<file path="src/rtl/system86_video_timing_pkg.sv">
// Shared System86 raster timing constants and types.
// Latency: n/a (declarations only).
// Backpressure: n/a.
package system86_video_pkg;

    // Default raster geometry for the 6.144 MHz pixel clock.
    localparam int H_TOTAL   = 384;
    localparam int H_VISIBLE = 288;
    localparam int HS_START  = 312;
    localparam int HS_WIDTH  = 32;
    localparam int V_TOTAL   = 264;
    localparam int V_VISIBLE = 224;
    localparam int VS_START  = 232;
    localparam int VS_WIDTH  = 8;
    localparam int VINT_LINE = 224;

    // Raster coordinate shared with the tile, sprite and colour stages.
    typedef logic [8:0] coord_t;

    // Every decoded per-pixel timing output, registered as one word.
    typedef struct packed {
        logic clk_2h;
        logic latch0;
        logic latch1;
        logic hblank;
        logic vblank;
        logic hsync;
        logic vsync;
        logic vint;
    } vid_dec_t;

endpackage

</file>
<file path="src/rtl/system86_video_timing_if.sv">
// Raster timing bundle: counters plus decoded strobes/sync/blanking.
// Latency: n/a (wires only).
// Backpressure: none; the raster never stalls.
interface system86_video_timing_if;
    import system86_video_pkg::*;

    coord_t H;
    coord_t V;
    logic   CLK_2H;
    logic   LATCH0;
    logic   LATCH1;
    logic   HBLANK;
    logic   VBLANK;
    logic   HSYNC;
    logic   VSYNC;
    logic   VINT;

    // Timing generator drives the bundle.
    modport master (
        output H, V, CLK_2H, LATCH0, LATCH1, HBLANK, VBLANK, HSYNC, VSYNC, VINT
    );

    // Tile/sprite/colour stages consume it.
    modport slave (
        input  H, V, CLK_2H, LATCH0, LATCH1, HBLANK, VBLANK, HSYNC, VSYNC, VINT
    );
endinterface

</file>
<file path="src/rtl/system86_video_timing_wrap_counter.sv">
// Modulo-MODULUS counter with advance enable, terminal count and next-value view.
// Latency: count updates one cycle after en_i; nxt_o is the value it will take.
// Backpressure: none; en_i low simply holds the count.
module system86_wrap_counter
    import system86_video_pkg::*;
#(
    parameter int MODULUS = 384
) (
    input  logic   clk_i,
    input  logic   rst_n_i,
    input  logic   en_i,
    output coord_t cnt_o,
    output coord_t nxt_o,
    output logic   tc_o
);

    coord_t cnt_q;
    coord_t cnt_d;

    // Next count: wrap to zero after the last value, otherwise step when enabled.
    always_comb begin
        cnt_d = cnt_q;
        if (en_i) begin
            cnt_d = tc_o ? '0 : cnt_q + coord_t'(1);
        end
    end

    // Count register, synchronously cleared.
    always_ff @(posedge clk_i) begin
        if (!rst_n_i) begin
            cnt_q <= '0;
        end else begin
            cnt_q <= cnt_d;
        end
    end

    assign tc_o  = (cnt_q == coord_t'(MODULUS - 1));
    assign cnt_o = cnt_q;
    assign nxt_o = cnt_d;

endmodule

</file>
<file path="src/rtl/system86_video_timing.sv">
// System86 raster timing: H/V counters, sync, blanking, CLK_2H, LATCH0/1 and VINT.
// Latency: all decodes are registered from next-state counters, so they align with H/V.
// Backpressure: none; the raster advances every CLK_6M cycle.
module system86_video_timing
    import system86_video_pkg::*;
#(
    parameter int H_TOTAL_P   = H_TOTAL,
    parameter int H_VISIBLE_P = H_VISIBLE,
    parameter int HS_START_P  = HS_START,
    parameter int HS_WIDTH_P  = HS_WIDTH,
    parameter int V_TOTAL_P   = V_TOTAL,
    parameter int V_VISIBLE_P = V_VISIBLE,
    parameter int VS_START_P  = VS_START,
    parameter int VS_WIDTH_P  = VS_WIDTH,
    parameter int VINT_LINE_P = VINT_LINE
) (
    input  logic                    CLK_6M,
    input  logic                    RST_N,
    system86_video_timing_if.master vid
);

    // Illegal geometry is caught at elaboration rather than as a broken raster.
    if (HS_START_P + HS_WIDTH_P > H_TOTAL_P) begin : g_bad_hsync
        $error("HSYNC extends past end of line");
    end
    if (VS_START_P + VS_WIDTH_P > V_TOTAL_P) begin : g_bad_vsync
        $error("VSYNC extends past end of frame");
    end
    if (VINT_LINE_P >= V_TOTAL_P) begin : g_bad_vint
        $error("VINT line outside frame");
    end
    if (H_TOTAL_P > 512 || V_TOTAL_P > 512) begin : g_bad_total
        $error("raster totals exceed 9-bit coordinate");
    end

    coord_t   h_q, h_d, v_q, v_d;
    logic     h_tc, v_tc;
    vid_dec_t dec_q, dec_d;

    system86_wrap_counter #(.MODULUS(H_TOTAL_P)) u_hcnt (
        .clk_i   (CLK_6M),
        .rst_n_i (RST_N),
        .en_i    (1'b1),
        .cnt_o   (h_q),
        .nxt_o   (h_d),
        .tc_o    (h_tc)
    );

    // V only steps on the cycle H wraps.
    system86_wrap_counter #(.MODULUS(V_TOTAL_P)) u_vcnt (
        .clk_i   (CLK_6M),
        .rst_n_i (RST_N),
        .en_i    (h_tc),
        .cnt_o   (v_q),
        .nxt_o   (v_d),
        .tc_o    (v_tc)
    );

    // Pure decode of one raster position into its timing outputs.
    function automatic vid_dec_t decode(input coord_t h, input coord_t v);
        vid_dec_t d;
        d.clk_2h = h[1];
        d.latch0 = (h[2:0] == 3'd3);
        d.latch1 = (h[2:0] == 3'd7);
        d.hblank = (int'(h) >= H_VISIBLE_P);
        d.vblank = (int'(v) >= V_VISIBLE_P);
        d.hsync  = (int'(h) >= HS_START_P) && (int'(h) < HS_START_P + HS_WIDTH_P);
        d.vsync  = (int'(v) >= VS_START_P) && (int'(v) < VS_START_P + VS_WIDTH_P);
        d.vint   = (h == '0) && (int'(v) == VINT_LINE_P);
        return d;
    endfunction

    // Decode the position the counters are about to hold; reset forces (0,0).
    always_comb begin
        dec_d = decode(h_d, v_d);
        if (!RST_N) begin
            dec_d = decode('0, '0);
        end
    end

    // Output register, updated alongside the counters so there is no decode lag.
    always_ff @(posedge CLK_6M) begin
        dec_q <= dec_d;
    end

    assign vid.H      = h_q;
    assign vid.V      = v_q;
    assign vid.CLK_2H = dec_q.clk_2h;
    assign vid.LATCH0 = dec_q.latch0;
    assign vid.LATCH1 = dec_q.latch1;
    assign vid.HBLANK = dec_q.hblank;
    assign vid.VBLANK = dec_q.vblank;
    assign vid.HSYNC  = dec_q.hsync;
    assign vid.VSYNC  = dec_q.vsync;
    assign vid.VINT   = dec_q.vint;

    // The frame terminal count is available for future frame-rate logic.
    logic frame_tc_unused;
    assign frame_tc_unused = v_tc & h_tc;

endmodule

</file>
<file path="src/flat_wrapper.sv">
// flat-port wrapper written by rule: the top's interface ports become plain ports
module system86_video_timing_flat import system86_video_pkg::*;
#(
    parameter int H_TOTAL_P   = H_TOTAL,
    parameter int H_VISIBLE_P = H_VISIBLE,
    parameter int HS_START_P  = HS_START,
    parameter int HS_WIDTH_P  = HS_WIDTH,
    parameter int V_TOTAL_P   = V_TOTAL,
    parameter int V_VISIBLE_P = V_VISIBLE,
    parameter int VS_START_P  = VS_START,
    parameter int VS_WIDTH_P  = VS_WIDTH,
    parameter int VINT_LINE_P = VINT_LINE
)
  (CLK_6M, RST_N, vid_H, vid_V, vid_CLK_2H, vid_LATCH0, vid_LATCH1, vid_HBLANK, vid_VBLANK, vid_HSYNC, vid_VSYNC, vid_VINT);
  system86_video_timing_if vid_i ();
  input  logic CLK_6M;
  input  logic RST_N;
  output wire logic [$bits(vid_i.H)-1:0] vid_H;
  output wire logic [$bits(vid_i.V)-1:0] vid_V;
  output wire logic [$bits(vid_i.CLK_2H)-1:0] vid_CLK_2H;
  output wire logic [$bits(vid_i.LATCH0)-1:0] vid_LATCH0;
  output wire logic [$bits(vid_i.LATCH1)-1:0] vid_LATCH1;
  output wire logic [$bits(vid_i.HBLANK)-1:0] vid_HBLANK;
  output wire logic [$bits(vid_i.VBLANK)-1:0] vid_VBLANK;
  output wire logic [$bits(vid_i.HSYNC)-1:0] vid_HSYNC;
  output wire logic [$bits(vid_i.VSYNC)-1:0] vid_VSYNC;
  output wire logic [$bits(vid_i.VINT)-1:0] vid_VINT;
  assign vid_H = vid_i.H;
  assign vid_V = vid_i.V;
  assign vid_CLK_2H = vid_i.CLK_2H;
  assign vid_LATCH0 = vid_i.LATCH0;
  assign vid_LATCH1 = vid_i.LATCH1;
  assign vid_HBLANK = vid_i.HBLANK;
  assign vid_VBLANK = vid_i.VBLANK;
  assign vid_HSYNC = vid_i.HSYNC;
  assign vid_VSYNC = vid_i.VSYNC;
  assign vid_VINT = vid_i.VINT;
  system86_video_timing #(.H_TOTAL_P(H_TOTAL_P), .H_VISIBLE_P(H_VISIBLE_P), .HS_START_P(HS_START_P), .HS_WIDTH_P(HS_WIDTH_P), .V_TOTAL_P(V_TOTAL_P), .V_VISIBLE_P(V_VISIBLE_P), .VS_START_P(VS_START_P), .VS_WIDTH_P(VS_WIDTH_P), .VINT_LINE_P(VINT_LINE_P)) u_core (.CLK_6M(CLK_6M), .RST_N(RST_N), .vid(vid_i));
endmodule
</file>
<file path="config.mk">
export PLATFORM = sky130hd
export DESIGN_NAME = system86_video_timing_flat
export DESIGN_NICKNAME = d
export VERILOG_FILES = /design/src/rtl/system86_video_timing_pkg.sv /design/src/rtl/system86_video_timing_if.sv /design/src/rtl/system86_video_timing_wrap_counter.sv /design/src/rtl/system86_video_timing.sv /design/src/flat_wrapper.sv
export SDC_FILE = /design/constraint.sdc
export NUM_CORES = 1
export LEC_CHECK = 0
export CAP_MARGIN = 20
export CORE_ASPECT_RATIO = 1.2
export CORE_MARGIN = 3
export CORE_UTILIZATION = 45
export DETAILED_ROUTE_END_ITERATION = 12
export PLACE_DENSITY = 0.73
export REMOVE_ABC_BUFFERS = 1
export SYNTH_ARGS = -nofsm -noshare
export SYNTH_HDL_FRONTEND = slang
export SYNTH_HIERARCHICAL = 1
export SYNTH_SLANG_ARGS = --single-unit
</file>
<file path="constraint.sdc">
create_clock -name CLK_6M -period 2.85 [get_ports CLK_6M]
set_input_delay 0.855 -clock CLK_6M [delete_from_list [all_inputs] [get_ports CLK_6M]]
set_output_delay 0.855 -clock CLK_6M [all_outputs]
set_load 0.05 [all_outputs]
</file>
# Word-level counts from Yosys, hierarchy flattened

Cells that the tools add are included.

Register bits: 26
Logic and storage cells: 30

Add/subtract/negate cells: 2
Order comparisons: 6
Equal/unequal tests: 5
Multiplexer cells: 3
Reduce and logical (&&, ||, !) cells: 4

Operators with widths:

| operator            | count |
|---|---|
| $eq 9x9->1 const B  | 3 |
| $mux 9              | 3 |
| $add 9x1->9 const B | 2 |
| $ge 9x8->1 const B  | 2 |
| $ge 9x9->1 const B  | 2 |
| $logic_not 9->1     | 1 |
| $lt 9x8->1 const B  | 1 |
| $lt 9x9->1 const B  | 1 |
| $eq 3x2->1 const B  | 1 |
| $eq 3x3->1 const B  | 1 |
| $logic_and 1x1->1   | 3 |

# Logic depth before layout (Yosys ltp)

Depth after elaboration: 5
Gate-level depth with buffers: 9
Gate-level depth less buffers: 9

# Modules after synthesis

Netlist, hierarchy kept.

Modules (own cells, without submodules):

| module                                | instances | cells each | area an instance (um^2) |
|---|---|---|---|
| system86_wrap_counter (u_core.u_hcnt) | 1         | 57         | 483.0 |
| system86_wrap_counter (u_core.u_vcnt) | 1         | 51         | 454.2 |
| system86_video_timing                 | 1         | 29         | 299.0 |

# Worst setup path before layout

Ideal clock, no wire load.

Path kind: reg-to-reg
Start: register u_core.u_hcnt.cnt_q[0], in the netlist u_core/u_hcnt/cnt_o[0]
End: register u_core.dec_q, in the netlist u_core/vid.VINT
Setup time: 88 ps
Arrival time: 2604 ps
Required time: 2762 ps
Setup slack: 159 ps
Cell stages (with the launch flop): 10
Path buffers: 0
Cell sequence: dfxtp_1 ha_1 nand4b_1 nor2_1 nand4_1 or3_1 nand2_1 and3_1 nand3_1 nor4_2

Word-level cells in the longest chain between the ends: 4

Ends and longest elaborated chain:

| element                | line                                     | RTL |
|---|---|---|
| start, declared        | system86_video_timing_wrap_counter.sv:17 | `coord_t cnt_q;` |
| start signal, assigned | system86_video_timing_wrap_counter.sv:33 | `cnt_q <= cnt_d;` |
| $eq 9x9->1             | system86_video_timing_wrap_counter.sv:37 | `assign tc_o = (cnt_q == coord_t'(MODULUS - 1));` |
| via u_core.h_tc        | system86_video_timing.sv:37              | `logic h_tc, v_tc;` |
| $mux 9                 | system86_video_timing_wrap_counter.sv:23 | `if (en_i) begin` |
| via u_core.v_d[7]      | system86_video_timing.sv:36              | `coord_t h_q, h_d, v_q, v_d;` |
| $eq 9x9->1             | system86_video_timing.sv:69              | `d.vint = (h == '0) && (int'(v) == VINT_LINE_P);` |
| $logic_and 1x1->1      | system86_video_timing.sv:69              |  |
| end signal, assigned   | system86_video_timing.sv:83              | `dec_q <= dec_d;` |
| end, declared          | system86_video_timing.sv:38              | `vid_dec_t dec_q, dec_d;` |

The timed path passes the listed nets, and every way through them passes these cells.
A chain may end at the register's enable or synchronous reset.

# Worst setup path after layout

Start: register u_core.u_hcnt.cnt_q[0], in the netlist u_core/u_hcnt/cnt_o[0]
End: register u_core.dec_q, in the netlist u_core/vid.VSYNC

Word-level cells in the longest chain between the ends: 4

Ends and longest elaborated chain:

| element                                         | line                                     | RTL |
|---|---|---|
| $eq 9x9->1 *                                    | system86_video_timing_wrap_counter.sv:37 |  |
| via u_core.h_tc                                 | system86_video_timing.sv:37              |  |
| $mux 9 *                                        | system86_video_timing_wrap_counter.sv:23 |  |
| via u_core.v_d[8]                               | system86_video_timing.sv:36              |  |
| $ge 9x8->1 / $lt 9x8->1 (equally long branches) | system86_video_timing.sv:68              | `d.vsync = (int'(v) >= VS_START_P) && (int'(v) < VS_START_P + VS_WIDTH_P);` |
| $logic_and 1x1->1 *                             | system86_video_timing.sv:68              |  |

Mark *: on every way through the listed nets, which the timed path passes. The rest lies on a longest branch.

==> results.md <==
- Status: completed
- ANT nets after route: 0
- # diodes: 0
- Synth Warn #: 6
- All-Layer GR Usage: 18.59%
- TNS Setup: 0 ns
- Pleak: 0.5780 nW
- Cell Area, Synth: 0.001227 mm^2
- Core Rows: 20
- Root buffer cell: clkbuf_4
- Largest net degree at the start of global routing: 16
- CP endpoint kind: flip-flop
- CTS sink cnt: 26
- Share of power burned in the clock network: 37.2%
- F_max: 0.3943 GHz
- Die Width: 53.68 um
- Reg clk slew, reported paths: 0.14 ns
- Tightest Hold Check Type: flip-flop to flip-flop
- CP Launch Type: flip-flop
- Core Util, Final: 61.84%
- Nets: 171
- Syn_area_per_cell: 9.092 um^2
- IO buf count: 27
- Sw Ratio: 21.20%
- Tmin final: 2.536 ns
- Routability cong.: 0.8157
- Data arrival time of the critical path: 2.75 ns
- Worst setup path class: flip-flop to flip-flop
- Pwr Density: 419.4 mW/mm^2
- Max-slew violations: 0
- Starting Density: 47.62%
- Unrepaired setup endpoints after global routing: false
- Core ar.: 0.002577 mm^2
- DR WL/cell: 14.18 um
- Synth-to-Final Area Change: 29.87%
- Final Setup Violations: 0
- Maxcap violations: 0
- Final Hold Viols: 0
- Chip Height: 63.21 um
- Drt pass-1 iters: 5
- Cts hold-fix bufs: 0
- Num ports: 28
- Post-Route WL: 2821 um
- CP Max Fanout: 6
- Post-DP HPWL: 2180 um
- Initial antenna violation count: 0
- NetSw: 0.0001417 W
- CTS H-Tree Depth: 1
- First-pass GRT wire length: 4864 um
- DRC: 0
- Vias in the first global route: 1,146
- Post-DR vias/cell: 5.668
- Total CTS buffers: 3
- Clock Path Buffers: 2
- Vias: 1,128
- Clock skew: 0.007195 ns
- Starting DRC count in detailed routing: 24
- Logic pwr share: 7.2%
- Pint: 0.0005268 W
- CTS tree: built
- Max rail drop VDD: 0.2889 mV
- Gr ovfl total: 0
- Share of layout cells above drive strength 1: 10.84%
- Reg power frac: 55.5%
- DIE AREA: 0.003393 mm^2
- Required @ worst endpoint: 3.06 ns
- Mapped Cells: 135
- Slew at the pin closest to its max-slew limit: 0.6074 ns
- Clock Latency Late Sink: 0.32 ns
- Fin crit share: 88.98%
- Slew headroom: 59.13%
power groups by stage:
stage	clock network (W)	logic [W]	registers (W)
floorplan	0	0.0000176	0.000392
global placement	0	0.0000481	0.000379
detailed placement	0	0.0000480	0.000379
CTS	0.000259	0.0000483	0.000371
global route	0.000269	0.0000529	0.000372
finish	0.000249	0.0000485	0.000371
final cells by class:
| cell class | instances | area [um^2] |
|---|---|---|
| Multi-Input combinational cell | 106 | 694.4 |
| Tap cell | 33 | 41.29 |
| Timing Repair Buffer | 28 | 277.8 |
| Sequential cell | 26 | 520.5 |
| Clock inverter | 1 | 30.03 |
| Fill cell | 238 | 983.4 |
| Clock buffer | 3 | 22.52 |
| Inverter | 2 | 7.507 |
cells in the final DEF (no fill, tap or decap), types with 5 or more instances in the layout:
master            n
clkdlybuf4s50_1  27
dfxtp_1          26
nand2_1          15
nor2_1            8
o21ai_0           8
a21oi_1           8
and2_1            6
or3_1             6
nand4_1           6
xnor2_1           5
layer usage:
metal	part of all wire, %	track usage, %	vias to the layer above
li1	-	-	553
met1	42	22.50	528
met2	52	30.91	37
met3	4.3	2.600	10
met4	2.0	8.946	0
met5	0	0	-
state kept, by name (all words and copies together), names as in the netlist:
signal               count
u_core/u_hcnt/cnt_o      9
u_core/u_vcnt/cnt_o      9
u_core/vid.CLK_2H        1
u_core/vid.HBLANK        1
u_core/vid.HSYNC         1
u_core/vid.LATCH0        1
u_core/vid.LATCH1        1
u_core/vid.VBLANK        1
u_core/vid.VINT          1
u_core/vid.VSYNC         1
what timing repair did:
item	in CTS	in global routing
setup endpoints to repair	0	2
setup buffers	0	0
gates resized for setup	0	1
critical path, cell delays in order (launching register included):
cell and delay [ns]:
dfxtp_1 0.45, ha_1 0.29, nand4b_1 0.17, nor2_2 0.26, nand4_1 0.27, or3_1 0.43
a21oi_1 0.30, nor2_1 0.07, nand3_1 0.13, nor3b_1 0.07
final timing paths:
check	from	end	slack, ns	cells after the start
hold / removal	u_core/u_vcnt/cnt_o[8]	u_core/u_vcnt/cnt_o[8]	0.56	2
hold reg to reg	u_core/u_vcnt/cnt_o[8]	u_core/u_vcnt/cnt_o[8]	0.56	2
setup reg to reg	u_core/u_hcnt/cnt_o[0]	u_core/vid.VSYNC	0.31	9
setup / recovery	u_core/u_hcnt/cnt_o[0]	u_core/vid.VSYNC	0.31	9
per-stage QoR:
step | total power, W | instances | setup slack, ns | cell area [um^2] | hold WS [ns]
floorplan | 0.0004099 | 134 | 0.1586 | 1220 | 0.7179
global placement | 0.0004267 | 195 | 0.4000 | 1539 | 0.5335
detailed placement | 0.0004271 | 195 | 0.2573 | 1539 | 0.5389
CTS | 0.0006786 | 199 | 0.2147 | 1592 | 0.5610
global route | 0.0006940 | 199 | 0.08324 | 1594 | 0.6027
finish | 0.0006685 | 199 | 0.3141 | 1594 | 0.5557
(Power assumes the default switching activity.)
